## src/rtl/byte_pack_fifo4.sv

```systemverilog
// Packs DATA_WIDTH-bit elements MSB-first into 4-lane words
// and queues the packed words in a DEPTH-entry FIFO.
module byte_pack_fifo4 #(
  parameter int DATA_WIDTH = 8,
  parameter int DEPTH      = 4
) (
  input  logic                      clk,
  input  logic                      rst,
  input  logic                      write_en,
  input  logic [DATA_WIDTH-1:0]     write_data,
  input  logic                      flush,
  input  logic                      read_en,
  output logic [4*DATA_WIDTH-1:0]   read_data,
  output logic                      read_valid,
  output logic                      full,
  output logic                      empty,
  output logic [$clog2(DEPTH):0]    word_count,
  output logic [1:0]                lane_count
);

  localparam int AW = $clog2(DEPTH);
  localparam int CW = AW + 1;
  localparam int WW = 4 * DATA_WIDTH;

  logic [WW-1:0] mem_q [DEPTH];

  logic [AW-1:0] wr_ptr_q, wr_ptr_d;
  logic [AW-1:0] rd_ptr_q, rd_ptr_d;
  logic [CW-1:0] cnt_q, cnt_d;
  logic [1:0]    lane_q, lane_d;
  logic [WW-1:0] pack_q, pack_d;
  logic [WW-1:0] rdata_q, rdata_d;
  logic          rv_q, rv_d;

  logic          wr_acc;
  logic          rd_acc;
  logic          commit_full;
  logic          commit_flush;
  logic          commit;
  logic [WW-1:0] placed;

  assign full       = (cnt_q == CW'(DEPTH));
  assign empty      = (cnt_q == '0);
  assign word_count = cnt_q;
  assign lane_count = lane_q;
  assign read_data  = rdata_q;
  assign read_valid = rv_q;

  always_comb begin
    wr_acc = write_en && !full;
    rd_acc = read_en && !empty;

    placed = pack_q;
    for (int i = 0; i < 4; i++) begin
      if (wr_acc && lane_q == 2'(i))
        placed[(3-i)*DATA_WIDTH +: DATA_WIDTH] = write_data;
    end

    // a write that fills the word wins; flush then adds nothing
    commit_full  = wr_acc && (lane_q == 2'd3);
    commit_flush = flush && !full && !commit_full
                   && (wr_acc || lane_q != 2'd0);
    commit       = commit_full || commit_flush;

    pack_d = placed;
    lane_d = lane_q + {1'b0, wr_acc};
    if (commit) begin
      pack_d = '0;
      lane_d = 2'd0;
    end

    wr_ptr_d = wr_ptr_q;
    if (commit)
      wr_ptr_d = wr_ptr_q + 1'b1;

    rd_ptr_d = rd_ptr_q;
    rdata_d  = rdata_q;
    if (rd_acc) begin
      rd_ptr_d = rd_ptr_q + 1'b1;
      rdata_d  = mem_q[rd_ptr_q];
    end
    rv_d = rd_acc;

    cnt_d = cnt_q;
    if (commit && !rd_acc)
      cnt_d = cnt_q + 1'b1;
    else if (!commit && rd_acc)
      cnt_d = cnt_q - 1'b1;
  end

  always_ff @(posedge clk or posedge rst) begin
    if (rst) begin
      wr_ptr_q <= '0;
      rd_ptr_q <= '0;
      cnt_q    <= '0;
      lane_q   <= '0;
      pack_q   <= '0;
      rdata_q  <= '0;
      rv_q     <= 1'b0;
    end else begin
      wr_ptr_q <= wr_ptr_d;
      rd_ptr_q <= rd_ptr_d;
      cnt_q    <= cnt_d;
      lane_q   <= lane_d;
      pack_q   <= pack_d;
      rdata_q  <= rdata_d;
      rv_q     <= rv_d;
    end
  end

  // storage is deliberately left out of reset
  always_ff @(posedge clk) begin
    if (commit)
      mem_q[wr_ptr_q] <= placed;
  end

endmodule

```

## config.mk

```make
export PLATFORM = sky130hd
export DESIGN_NAME = byte_pack_fifo4
export DESIGN_NICKNAME = d
export VERILOG_FILES = /design/src/rtl/byte_pack_fifo4.sv
export SDC_FILE = /design/constraint.sdc
export NUM_CORES = 1
export LEC_CHECK = 0
export CORE_AREA = 4 4 134 111
export CTS_BUF_LIST = sky130_fd_sc_hd__clkbuf_8
export DETAILED_ROUTE_END_ITERATION = 7
export DIE_AREA = 0 0 138 115
export GPL_ROUTABILITY_DRIVEN = 0
export PLACE_DENSITY = 0.8
export SETUP_SLACK_MARGIN = 0.5
export SLEW_MARGIN = 20
export SYNTH_ARGS = -nofsm -noshare
export SYNTH_HDL_FRONTEND = slang
export SYNTH_SLANG_ARGS = --single-unit
```

## constraint.sdc

```tcl
create_clock -name clk -period 6.9 [get_ports clk]
set_clock_uncertainty 0.05 [all_clocks]
set_input_delay 1.38 -clock clk [delete_from_list [all_inputs] [get_ports clk]]
set_output_delay 1.38 -clock clk [all_outputs]
set_load 0.05 [all_outputs]
```

Word-level counts from Yosys, hierarchy flattened:

Memories as Yosys holds them, arrays and structs flattened. A register that Yosys moved wholly into a read port is not among the register bits.
Cells that the tools add are included.

* register bits after elaboration: 42
* output and inout bits: 40
* memories: 1
* memory bits (writable): 128

* eq/ne operators: 4
* $add $sub $neg: 5
* reductions and logical operators: 22
* mux-type cells: 10

Memory list
* mem_q: words 4, bits a word 32, rd ports 1, clocked after memory_dff 1, wr ports 1, line 25 `logic [WW-1:0] mem_q [DEPTH];`

Operator list (count)
* $mux W32: 1
* $mux W8: 4
* $logic_and A1 B1 Y1: 11
* $mux W3: 2
* $logic_not A1 Y1: 5
* $add A2 B1 Y2 const B: 2
* $eq A2 B2 Y1 const B: 2
* $reduce_bool A2 Y1: 2
* $add A3 B1 Y3 const B: 1
* $eq A3 B3 Y1 const B: 1
* $logic_not A3 Y1: 1
* $sub A3 B1 Y3 const B: 1
* $add A2 B1 Y2: 1
* $eq A2 B1 Y1 const B: 1
* $logic_not A2 Y1: 1
* $logic_or A1 B1 Y1: 2
* $mux W1: 2
* $mux W2: 1

Longest topological paths before layout:

Gate-level depths: netlist of the first run.

* depth in word-level cells: 12
* mapped depth: 11
* depth with buffers taken out: 9

Worst setup path after synthesis of the first run:

No wires, ideal clock.

* kind: in2reg
* start point: input flush
* end point: memory mem_q[0][0] (netlist bit) (enable)
* library setup time: 0.392 ns
* data arrival time: 3.198 ns
* cell stages on the path: 5
* path slack: 3.260 ns
* cell sequence: clkbuf_1 a21oi_1 nor4_4 buf_2 and2_1

* longest elaborated chain between the ends: 6

RTL lines
* start: declaration: line 11 `input logic flush,`
* $logic_and A1 B1 Y1 (2 in series): line 61 `commit_flush = flush && !full && !commit_full`
* $logic_and A1 B1 Y1: line 62 `&& (wr_acc || lane_q != 2'd0);`
* $logic_or A1 B1 Y1: line 63 `commit = commit_full || commit_flush;`
* named net commit: line 39 `logic commit;`
* $mux W1: line 113 `if (commit)`
* $mux W1 (not written as such): line 114 `mem_q[wr_ptr_q] <= placed;`
* end: declaration: line 25

The timed path passes the listed nets, and every way through them passes these cells.

Worst setup path after layout of the first run:

* start point: register cnt_q[1], in the netlist word_count[1]
* end point: output full

* longest elaborated chain between the ends: 1

RTL lines
* start: declaration: line 29 `logic [CW-1:0] cnt_q, cnt_d;`
* start signal: assignment: line 103 `cnt_q <= cnt_d;`
* $eq A3 B3 Y1: line 42 `assign full = (cnt_q == CW'(DEPTH));`
* end: declaration: line 15 `output logic full,`

Every way passes these cells.

==> results.toml, run 1 <==
[sta]
fin_crit_sh = 0.583
slew_headroom = 0.305
setup_slack_ps = 2880
period_minus_slack_ps = 4020
final_max_slew_viol_count = 0
setup_viol = 0
final-hold-violation-count = 0
tns_ps = 0
worst_slew_pin_slew_ps = 1040
rsz0062_at_grt = "false"
max_clock_freq_ghz = 0.249
hold_ws_ps = 423

[synth]
synth.distinct_cells = 37
yosys.area.top_type = "edfxtp_1"
syn_area_per_cell_um2 = 17.0
syn-num-nets = 489
ys_top_cells_by_count = "128 x edfxtp_1, 99 x nand2_1, 74 x dfrtp_1"
dominantRegCellSynth = "edfxtp_1"
synth_top_area_share = 0.481
ys_ff_latch = 202
yosys_warnings = 0
synthCells = 470
syn_area_um2 = 7990
synthArstFlopShare = 0.366
synth.most_common_cell = "edfxtp_1"
yosys-top-cells-area = "edfxtp_1 48%, dfrtp_1 23%, mux4_2 9.0%, nand2_1 4.7%, mux2_2 3.7%"
synth_edf_count = 128
seq_area_frac_synth = 0.713

[worst_setup_path]
arrival_ps = 2590
setup.worst_path.start_class = "flip-flop"
r2r_slack_ps = 3820
rr_startpoint = "word_count[0]"
cp_max_fo = 9
reg2reg_to = "word_count[2]"
slowest_stage = "clkdlybuf4s50_1"
cp.required_ps = 5470
slowest_delay_ps = 830
critPathCaptureType = "output pin"
path_class = "reg -> out"
reg2reg_depth = 9
path_cells = "or3b_1 -> inv_4 -> clkdlybuf4s50_1"

[final_layout]
drive_gt1_frac = 0.216
layout.nets = 557
n_antenna_cell = 0
syn_to_final_growth_pct = 15.7

[die]
top_level_ports = 53
core_um2 = 13400
rows = 38
die_w_um = 138
die_h_um = 115
dieArea_um2 = 15900
initial_core_util = 0.596

[run_status]
outcome = "complete, no violations"

[clock_network]
hold_buffers = 0
cts_tree = "done"
cts_max_level = 1
cts_sinks = 202
cts_resized = 0
clock_path_buffers = 3
cts_buffers = 29
clk_pin_slew_ps = 60
cts_setup_buffers = 0
root_buffer = "clkbuf_8"
clock_latency_ps = 530

[power]
powerDensity_nw_per_um2 = 442
p_leak_nw = 3.68
ir_worst_vdd_mv = 0.264

[global_routing]
grt_pass1_vias = 4466
grt_use_total = 0.198
antenna_found_initial = 0
grt_pass1_wl_mm = 24.6
grt-ovfl-total = 0
grt_max_degree = 75

[route]
ant_nets = 0
drt_pass1_iterations = 5
drcViolationCount = 0
via_per_inst = 5.79
wl_per_cell_um = 20.7
detailroute.via_count = 4286
drtIter0Drc = 406
wirelength_mm = 15.3

[hold_path]
hold_path_depth = 2
hold_end = "read_data[3]"
hp-class = "reg -> reg"
min_from = "read_data[3]"

[run]
cap_violations = 0

[place]
dp_slack_ps = 2670
portBuffers = 52
hpwl_mm = 9.22
## kinds of logic (layout without fill, tap and decap cells)
group                    Yosys count  count (layout)  synth area share
flip-flops                       202             202             0.713
AND/OR/NAND/NOR                  129             129            0.0755
multiplexers                      66              66             0.142
AO/OA/AOI/OAI                     32              32            0.0348
buffers and inverters             28             118            0.0165
adder cells (fa/ha/maj)            6               6            0.0103
XOR/XNOR                           7               7           0.00768
## flip-flops by register name, summed over array words and instances, names as in the netlist
| name | count |
|---|---|
| read_data | 32 |
| read_valid | 1 |
| pack_q | 32 |
| lane_count | 2 |
| word_count | 3 |
| mem_q | 128 |
| rd_ptr_q | 2 |
| wr_ptr_q | 2 |
## worst max-delay path by stage
stage                  start       endpoint  slack [ps]
2_1_floorplan          flush    mem_q[0][0]        3260
3_3_place_gp        write_en  word_count[2]        2760
3_5_place_dp           flush  word_count[2]        2670
4_1_cts        word_count[0]           full        2830
5_1_grt        word_count[1]           full        2750
6_report       word_count[1]           full        2880
## through the flow
stage / cell area [µm²] / total power, W / instances / util
after floorplan: 7990 / 0.00281 / 470 / -
after global placement: 8690 / 0.00321 / 687 / 0.648
after detailed placement: 8700 / 0.00327 / 687 / 0.649
after CTS: 9240 / 0.00413 / 740 / 0.689
after global routing: 9240 / 0.00430 / 740 / 0.689
final: 9240 / 0.00409 / 740 / 0.689
## layout by cell type (no fill, tap or decap), types with 3 or more instances in the layout
master           netlist  routed
a22o_1                16      16
a32o_1                 8       8
and2_1                 4       4
buf_4                  0       7
clkbuf_8               0      34
clkdlybuf4s50_1        0      52
clkinv_2               0       3
dfrtp_1               74      73
edfxtp_1             128     128
ha_1                   5       5
inv_1                  4      17
mux2_2                26      26
mux2_4                 8       8
mux4_2                32      32
nand2_1               99      99
nor2_1                 3       3
nor2b_1                8       8
xnor2_1                5       5
## area by class of cell
type,count,area (µm²)
multi-input combinational,240,2180
fill,860,4170
tap,180,225
timing repair buffer,59,573
clock buffer,34,468
sequential,202,5700
clock inverter,19,75.1
inverter,6,25.0
## report_power, final
part / internal, W / switching (W) / total, W
Sequential: 0.00161 / 0.000185 / 0.00179
Combinational: 0.000568 / 0.000867 / 0.00144
Clock: 0.000446 / 0.000417 / 0.000863
## layer usage
layer,vias to the layer above,share of wire,global-route usage
li1,1912,-,-
met2,161,0.48,0.323
met5,-,0,0.00292
met1,2184,0.42,0.279
met4,0,0.024,0.0520
met3,29,0.079,0.0428
## critical path: cells and delay by family (launching register included)
| family | cells | cell delay, ps |
|---|---|---|
| buffers and inverters | 2 | 1030 |
| DFF | 1 | 460 |
| and+or+nand+nor | 1 | 590 |
No activity file was read; power rests on OpenSTA's default activity.
==> inputs of run 2 (changes only) <==
- CORE_AREA: 4 4 134 111 -> 4 4 140 115
- DIE_AREA: 0 0 138 115 -> 0 0 144 119
- PLACE_DENSITY: 0.8 -> 0.77
- clock period: 6.9 -> 3.4 ns (I/O delays scaled with it)
==> results.toml, run 2 (synthesis gave the netlist of run 1 again) <==
[run_status]
outcome = "complete, no violations"

[die]
rows = 40
initial_core_util = 0.541
die_h_um = 119
top_level_ports = 53
core_um2 = 14800
dieArea_um2 = 17100
die_w_um = 144

[route]
wirelength_met1_mm = 6.83
wl_met3_mm = 1.07
detailroute.via_count = 4278
via_per_inst = 5.60
route.met2.wl_mm = 7.42
drcViolationCount = 0
wl_per_cell_um = 20.4
drtIter0Drc = 235
wirelength_mm = 15.6
ant_nets = 0
drt_pass1_iterations = 4
top_layer = "met4"

[final_layout]
drive_gt1_frac = 0.243
final_common_cell = "edfxtp_1"
layout_common_cells = "128 x edfxtp_1, 99 x nand2_1, 72 x dfrtp_1"
largest_reg_flops = 128
layout.nets = 568
final_util = 0.643
fin_cells = 764
regMostFlops = "mem_q"
syn_to_final_growth_pct = 18.9
n_antenna_cell = 0

[global_routing]
antenna_found_initial = 0
grt_max_degree = 43
grt_pass1_vias = 4650
grt_use_total = 0.192
grt_pass1_wl_mm = 25.4
grt-ovfl-total = 0

[sta]
hold_ws_ps = 406
fin_crit_sh = 0.805
worst_slew_pin_slew_ps = 867
rsz0062_at_grt = "false"
slew_headroom = 0.422
setup_viol = 0
period_minus_slack_ps = 2740
final-hold-violation-count = 0
max_clock_freq_ghz = 0.365
tns_ps = 0
final_max_slew_viol_count = 0

[clock_network]
root_buffer = "clkbuf_8"
clock_latency_ps = 490
cts_tree = "done"
clk_pin_slew_ps = 60
hold_buffers = 0
cts_sinks = 202
cts_buffers = 34
cts_max_level = 2
cts_setup_buffers = 0
clock_path_buffers = 3

[worst_setup_path]
setup.worst_path.start_class = "flip-flop"
cp.required_ps = 2670
path_class = "reg -> out"
cp_max_fo = 6
critPathCaptureType = "output pin"
arrival_ps = 2010

[place]
portBuffers = 52
dp_cells = 702
hpwl_mm = 10.0

[hold_path]
hp-class = "in -> async"

[power]
p_leak_nw = 3.77
powerDensity_nw_per_um2 = 916
ir_worst_vdd_mv = 0.456

[run]
cap_violations = 0
==> run 2: cell count changes in the layout (fill, tap and decap cells not counted), moves of 2 or more <==
cell       before  now
inv_1          17    9
clkbuf_8       34   38
buf_12          0    6
dfrtp_2         0    2
and2_1          4    0
and2_2          0    4
bufinv_16       0    2
clkinv_1        2   13
==> run 2: cell type report <==
| class | instances | area [µm²] |
|---|---|---|
| Multi-Input combinational cell | 240 | 2170 |
| Inverter | 6 | 25.0 |
| Tap cell | 189 | 236 |
| Clock buffer | 38 | 523 |
| Timing Repair Buffer | 65 | 694 |
| Sequential cell | 202 | 5700 |
| Clock inverter | 24 | 146 |
| Fill cell | 992 | 5270 |
==> run 2: per-layer routing <==
metal / GRT usage / vias to the layer above
li1: - / 1925
met1: 0.275 / 2184
met2: 0.305 / 141
met3: 0.0405 / 28
met4: 0.0512 / 0
met5: 0 / -
==> run 2: final timing paths <==
kind	start	end	slack, ps	depth (start not counted)
min in group clk	read_data[30]	read_data[30]	420	2
hold / removal	rst	read_data[22]	410	2
max in group asynchronous	rst	read_data[17]	2290	3
hold reg to reg	read_data[30]	read_data[30]	420	2
setup / recovery	word_count[0]	empty	660	2
setup reg to reg	word_count[0]	word_count[2]	860	7
==> run 2: critical path: stages (launching register included) <==
cell and delay [ps]:
dfrtp_1 480, nor3_1 210, clkdlybuf4s50_1 840
==> run 2: repair_timing <==
item                       CTS  global route
gates resized for setup      3             1
pin swaps                    0             0
setup endpoints to repair    1             1
==> run 2: through the flow <==
step	cell area, µm²	setup slack [ps]	total power, W
2_1_floorplan	7990	516	0.00570
3_3_place_gp	8820	437	0.00659
3_5_place_dp	8820	327	0.00669
4_1_cts	9500	512	0.00878
5_1_grt	9500	587	0.00913
6_report	9500	663	0.00870
==> run 2: report_power, final <==
part / switching, W / total [W] / internal [W]
Sequential: 0.000407 / 0.00366 / 0.00326
Combinational: 0.00173 / 0.00294 / 0.00121
Clock: 0.000913 / 0.00209 / 0.00118
